<file path="config.mk">
export PLATFORM = sky130hd
export DESIGN_NAME = mcu_control
export DESIGN_NICKNAME = d
export VERILOG_FILES = /design/src/rtl/mcu_control.sv
export SDC_FILE = /design/constraint.sdc
export NUM_CORES = 1
export LEC_CHECK = 0
export ABC_CLOCK_PERIOD_IN_PS = 3340
export CAP_MARGIN = 20
export CORE_AREA = 2 2 39 41
export DETAILED_ROUTE_END_ITERATION = 8
export DIE_AREA = 0 0 41 43
export PLACE_DENSITY = 0.75
export SYNTH_ARGS = -nofsm -noshare
export SYNTH_HDL_FRONTEND = slang
export SYNTH_SLANG_ARGS = --single-unit
export TNS_END_PERCENT = 1
</file>
<file path="constraint.sdc">
create_clock -name clk -period 3.34 [get_ports clk]
set_clock_uncertainty 0.05 [all_clocks]
set_input_delay 0.668 -clock clk [delete_from_list [all_inputs] [get_ports clk]]
set_output_delay 0.668 -clock clk [all_outputs]
set_load 0.01 [all_outputs]
</file>
<file path="src/rtl/mcu_control.sv">
// Multi-cycle MIPS-style main control FSM (Moore), with a sticky illegal-opcode flag.
// Optional addi support is compiled in with `define MCU_ADDI_EN.
module mcu_control (
  input  logic       clk,
  input  logic       reset,
  input  logic [5:0] Op,
  output logic       PCWrite,
  output logic       PCWriteCond,
  output logic       IorD,
  output logic       MemRead,
  output logic       MemWrite,
  output logic       MemtoReg,
  output logic       IRWrite,
  output logic       ALUSrcA,
  output logic       RegWrite,
  output logic       RegDst,
  output logic [1:0] PCSource,
  output logic [1:0] ALUOp,
  output logic [1:0] ALUSrcB,
  output logic [3:0] state,
  output logic       ill_op
);

  typedef enum logic [3:0] {
    S_FETCH  = 4'd0,
    S_DECODE = 4'd1,
    S_MEMADR = 4'd2,
    S_MEMRD  = 4'd3,
    S_MEMWB  = 4'd4,
    S_MEMWR  = 4'd5,
    S_RTEXEC = 4'd6,
    S_RTWB   = 4'd7,
    S_BEQ    = 4'd8,
    S_JUMP   = 4'd9,
    S_ADDIEX = 4'd10,
    S_ADDIWB = 4'd11
  } state_e;

  state_e state_q, state_d;
  logic   ill_q, ill_d;

  always_ff @(posedge clk) begin
    if (reset) begin
      state_q <= S_FETCH;
      ill_q   <= 1'b0;
    end else begin
      state_q <= state_d;
      ill_q   <= ill_d;
    end
  end

  always_comb begin
    state_d = S_FETCH;
    ill_d   = ill_q;
    case (state_q)
      S_FETCH:  state_d = S_DECODE;
      S_DECODE: begin
        case (Op)
          6'h23, 6'h2B: state_d = S_MEMADR;
          6'h00:        state_d = S_RTEXEC;
          6'h04:        state_d = S_BEQ;
          6'h02:        state_d = S_JUMP;
`ifdef MCU_ADDI_EN
          6'h08:        state_d = S_ADDIEX;
`endif
          default: begin
            state_d = S_FETCH;
            ill_d   = 1'b1;
          end
        endcase
      end
      S_MEMADR: state_d = (Op == 6'h23) ? S_MEMRD : S_MEMWR;
      S_MEMRD:  state_d = S_MEMWB;
      S_RTEXEC: state_d = S_RTWB;
`ifdef MCU_ADDI_EN
      S_ADDIEX: state_d = S_ADDIWB;
`endif
      default:  state_d = S_FETCH;
    endcase
  end

  // Outputs depend on state_q only; reset masks every strobe.
  always_comb begin
    PCWrite     = 1'b0;
    PCWriteCond = 1'b0;
    IorD        = 1'b0;
    MemRead     = 1'b0;
    MemWrite    = 1'b0;
    MemtoReg    = 1'b0;
    IRWrite     = 1'b0;
    ALUSrcA     = 1'b0;
    RegWrite    = 1'b0;
    RegDst      = 1'b0;
    PCSource    = 2'b00;
    ALUOp       = 2'b00;
    ALUSrcB     = 2'b00;
    case (state_q)
      S_FETCH: begin
        MemRead = 1'b1;
        IRWrite = 1'b1;
        PCWrite = 1'b1;
        ALUSrcB = 2'b01;
      end
      S_DECODE: ALUSrcB = 2'b11;
      S_MEMADR: begin
        ALUSrcA = 1'b1;
        ALUSrcB = 2'b10;
      end
      S_MEMRD: begin
        MemRead = 1'b1;
        IorD    = 1'b1;
      end
      S_MEMWB: begin
        RegWrite = 1'b1;
        MemtoReg = 1'b1;
      end
      S_MEMWR: begin
        MemWrite = 1'b1;
        IorD     = 1'b1;
      end
      S_RTEXEC: begin
        ALUSrcA = 1'b1;
        ALUOp   = 2'b10;
      end
      S_RTWB: begin
        RegWrite = 1'b1;
        RegDst   = 1'b1;
      end
      S_BEQ: begin
        ALUSrcA     = 1'b1;
        ALUOp       = 2'b01;
        PCWriteCond = 1'b1;
        PCSource    = 2'b01;
      end
      S_JUMP: begin
        PCWrite  = 1'b1;
        PCSource = 2'b10;
      end
`ifdef MCU_ADDI_EN
      S_ADDIEX: begin
        ALUSrcA = 1'b1;
        ALUSrcB = 2'b10;
      end
      S_ADDIWB: RegWrite = 1'b1;
`endif
      default: ;
    endcase
    if (reset) begin
      PCWrite     = 1'b0;
      PCWriteCond = 1'b0;
      IorD        = 1'b0;
      MemRead     = 1'b0;
      MemWrite    = 1'b0;
      MemtoReg    = 1'b0;
      IRWrite     = 1'b0;
      ALUSrcA     = 1'b0;
      RegWrite    = 1'b0;
      RegDst      = 1'b0;
      PCSource    = 2'b00;
      ALUOp       = 2'b00;
      ALUSrcB     = 2'b00;
    end
  end

  assign state  = reset ? 4'd0 : state_q;
  assign ill_op = ill_q;

endmodule

</file>
Word-level counts from Yosys, hierarchy flattened:

Cells that the tools add are included.

* flip-flop bits (word level): 5
* output and inout port bits: 21
* word-level logic and storage cells: 56
* memory bits (read-only): 0
* latch bits: 0
* bits in writable memories: 0
* input bits: 8
* memories kept: 0

* magnitude comparators: 0
* multiply operators: 0
* eq/ne operators: 13
* reductions and logical operators: 10
* bitwise operators: 1
* divide/modulo/power cells: 0
* add/sub/neg operators: 0
* shift operators: 0
* multiplexer cells: 30

Operators with widths (number)
* 1-bit two-way mux: 20
* 4-bit one-hot mux with 5 select lines: 1
* 4-bit by 3-bit == test with 1-bit output (second input constant): 4
* 4-bit one-hot mux with 4 select lines: 1
* 6-bit == test (second input constant): 2
* 2-bit OR reduction: 5
* 4-bit by 2-bit == test with 1-bit output (second input constant): 2
* 4-bit == test (second input constant): 2
* 2-bit one-hot mux with 2 select lines: 2
* 6-bit by 2-bit == test with 1-bit output (second input constant): 1
* 6-bit by 3-bit == test with 1-bit output (second input constant): 1
* 6-bit logical NOT: 1
* 2-bit two-way mux: 3
* 2-bit one-hot mux with 3 select lines: 1
* 5-bit OR reduction: 1
* 4-bit by 1-bit == test with 1-bit output (second input constant): 1
* 4-bit logical NOT: 1
* 4-bit two-way mux: 1
* 3-bit two-way mux: 1
* 3-bit OR reduction: 1
* 2-bit AND reduction: 1
* 1-bit NOT: 1

Depth between registers and ports, before layout:

* depth in word-level cells: 4
* gate-level depth with buffers: 5
* gate-level depth less buffers: 3

Worst setup path after synthesis:

OpenSTA, ideal clock, no wires.

* path type: input to output
* from: in reset
* to: out IRWrite
* slack: 1.068 ns
* stages on the path: 4
* arrival: 1.554 ns
* required time: 2.622 ns
* path buffers: 2
* cells stage by stage: clkbuf_1 or3_1 clkbuf_1 nor3_1

* word-level cells in the longest chain between the ends: 1

RTL lines
* start, declared: RTL line 5 `input logic reset,`
* 1-bit two-way mux: RTL line 148 `if (reset) begin`
* end, declared: RTL line 13 `output logic IRWrite,`

Every way passes these cells.

Worst setup path after layout:

Same ends and word-level chain as after synthesis.

==> impl_metrics.ini <==
[status]
status = complete, no violations

[setup_path]
crit_family = buffers and inverters
crit_path_end_kind = output pin
crit_slowest_cell = clkdlybuf4s50_1
worstPathCellList = clkdlybuf4s50_1, or3_1, nor3_1, clkdlybuf4s50_1
cp.arrival_ps = 2420
crit_type = input pin to output pin
path_buf_inv = 2
crit_fanout = 9
worst_ep_required_time_ps = 2620
crit_path_max_incr_delay_ps = 560
crit_path_start_kind = input pin
crit_top_cell = clkdlybuf4s50_1

[timing]
setup_viol = 0
slew_violations = 0
layout_worst_path_cycle_share_pct = 94.0
period_minus_slack_ps = 3140
max_freq_ghz = 0.319
rsz0062_at_grt = false
hold_violations = 0
timing.setup.tns_ps = 0
worstMarginPinSlew_ps = 450
relSlewSlack_pct = 69.9

[grt]
grt_max_degree = 15
grt_pass1_vias = 430
antenna_found_initial = 0
grt_pass1_wl_mm = 1.81
track_usage_pct = 14.5
grt.overflow.total = 0

[detailed_routing]
vias = 547
drt.antenna.violating_nets = 0
avgRoutedWirePerCell_um = 11.0
drt-initial-drc-count = 5
first_pass_iters = 4
post-route-drc-count = 0
via_per_inst = 5.11
wl_mm = 1.18

[placed_design]
port_buffers = 28
hpwl_um = 963
gp_congestion = 0.787

[yosys]
synth_warnings = 0
synth_nets = 73
ys_seq_area_share_pct = 22.8
synth_seq_cells = 5
synth_top_area_share_pct = 22.8
ys_types = 29
ys_top_cells_by_area = dfxtp_1, nor2_1, nor3_1
netlist_instances = 65
yosysTopAreaCell = dfxtp_1
syn_avg_cell_area_um2 = 6.76
synth_area_um2 = 439

[cells_and_area]
antenna_cells = 0
nets = 100
syn_to_final_growth_pct = 68.1
layout-drive-gt1-share_pct = 8.79
final_cell_mix = clkdlybuf4s50_1, nor2_1, nor3_1
finish.utilization_pct = 53.3
final_common_cell = clkdlybuf4s50_1

[clock_tree]
cts_setup_buffers = 0
path_clk_slew_ps = 40
clkLatencyLatePin_ps = 250
cts_tree = built
numCtsBuffers = 3
ctsResizeCount = 0
cts_hold_buf = 0
clockBufferDepth = 2
h-tree-depth = 1
root_buffer = clkbuf_4
clkSinkCount = 5

[pwr]
peakVddDrop_mv = 0.139
power_switching_uw = 50.1
p_leak_uw = 0.000262
power.density_mw_per_mm2 = 250
pwr-share-clk_pct = 38.6
pwr-share-comb_pct = 25.3
power.internal_uw = 134
seq_power_share_pct = 36.1
power.share.switching_pct = 27.2

[floorplan]
design.die.area_mm2 = 0.00176
die-height_um = 43
ios = 29
start_util_pct = 31.7
fp-row-count = 14
die_w_um = 41
fp.coreArea_mm2 = 0.00138

[min_path]
hold_class = flip-flop to flip-flop

[flow_run]
maxCapViolations = 0
cells by family after synthesis:
| group | share of synthesized area (%) |
|---|---|
| compound gates | 15.1 |
| xor+xnor | 5.98 |
| buf+inv | 8.83 |
| flops | 22.8 |
| mux | 2.28 |
| simple gates | 45.0 |
final timing paths:
check / from / endpoint / slack [ps] / cells past startpoint
max reg2reg: state_q[3]$_SDFF_PP0_ / ill_op$_SDFFE_PP0P_ / 1960 / 2
min reg2reg: ill_op$_SDFFE_PP0P_ / ill_op$_SDFFE_PP0P_ / 420 / 2
max: reset / IRWrite / 200 / 4
min: ill_op$_SDFFE_PP0P_ / ill_op$_SDFFE_PP0P_ / 420 / 2
state kept, by name, summed over array words and instances (netlist names):
register / flops
ill_op: 1
state_q: 4
per-layer routing:
| layer | up-vias | global-route usage (%) | routed length [um] |
|---|---|---|---|
| met2 | 33 | 20.6 | 481 |
| met5 | - | 0 | 0 |
| li1 | 276 | - | - |
| met3 | 3 | 4.71 | 159 |
| met1 | 235 | 19.6 | 513 |
| met4 | 0 | 6.00 | 21 |
worst register-to-register path: stages (launching register included):
cell and delay, ps:
dfxtp_1 360, or3_1 510, o41ai_1 360
per-stage QoR:
step | cells | cell area (um^2) | setup slack (ps) | hold WS, ps | power (uW)
6_report | 107 | 738 | 201 | 418 | 184
4_1_cts | 107 | 738 | 206 | 423 | 186
3_5_place_dp | 103 | 712 | 208 | 407 | 114
3_3_place_gp | 103 | 712 | 237 | 438 | 114
2_1_floorplan | 65 | 439 | 1070 | 443 | 88.8
5_1_grt | 107 | 738 | 94.0 | 472 | 195
final cells by class:
cell class,instances,area (um^2)
Multi-Input combinational cell,51,300
Fill cell,139,646
Inverter,3,11.3
Sequential cell,5,100
Timing Repair Buffer,28,280
Clock buffer,4,26.3
Tap cell,16,20.0
cell usage after synthesis (all sizes together):
| master | instances |
|---|---|
| a21oi | 3 |
| and2 | 1 |
| and3 | 2 |
| buf | 2 |
| clkbuf | 4 |
| dfxtp | 5 |
| inv | 3 |
| mux2i | 1 |
| nand2 | 3 |
| nand2b | 3 |
| nand3 | 2 |
| nor2 | 13 |
| nor2b | 1 |
| nor3 | 7 |
| nor4 | 1 |
| o21ai | 1 |
| o2bb2ai | 1 |
| o31a | 2 |
| o32ai | 1 |
| o41ai | 1 |
| or2 | 1 |
| or3 | 2 |
| or4 | 1 |
| or4b | 1 |
| xnor2 | 2 |
| xor2 | 1 |
power groups by stage:
stage	registers [uW]	logic, uW	clock network (uW)
after floorplan	65.3	23.5	0
after global placement	67.9	46.0	0
after detailed placement	67.5	46.9	0
after CTS	66.5	47.0	72.6
after global routing	67.1	52.0	76.2
final	66.5	46.7	71.0
Power figures use the tool's default switching activity.
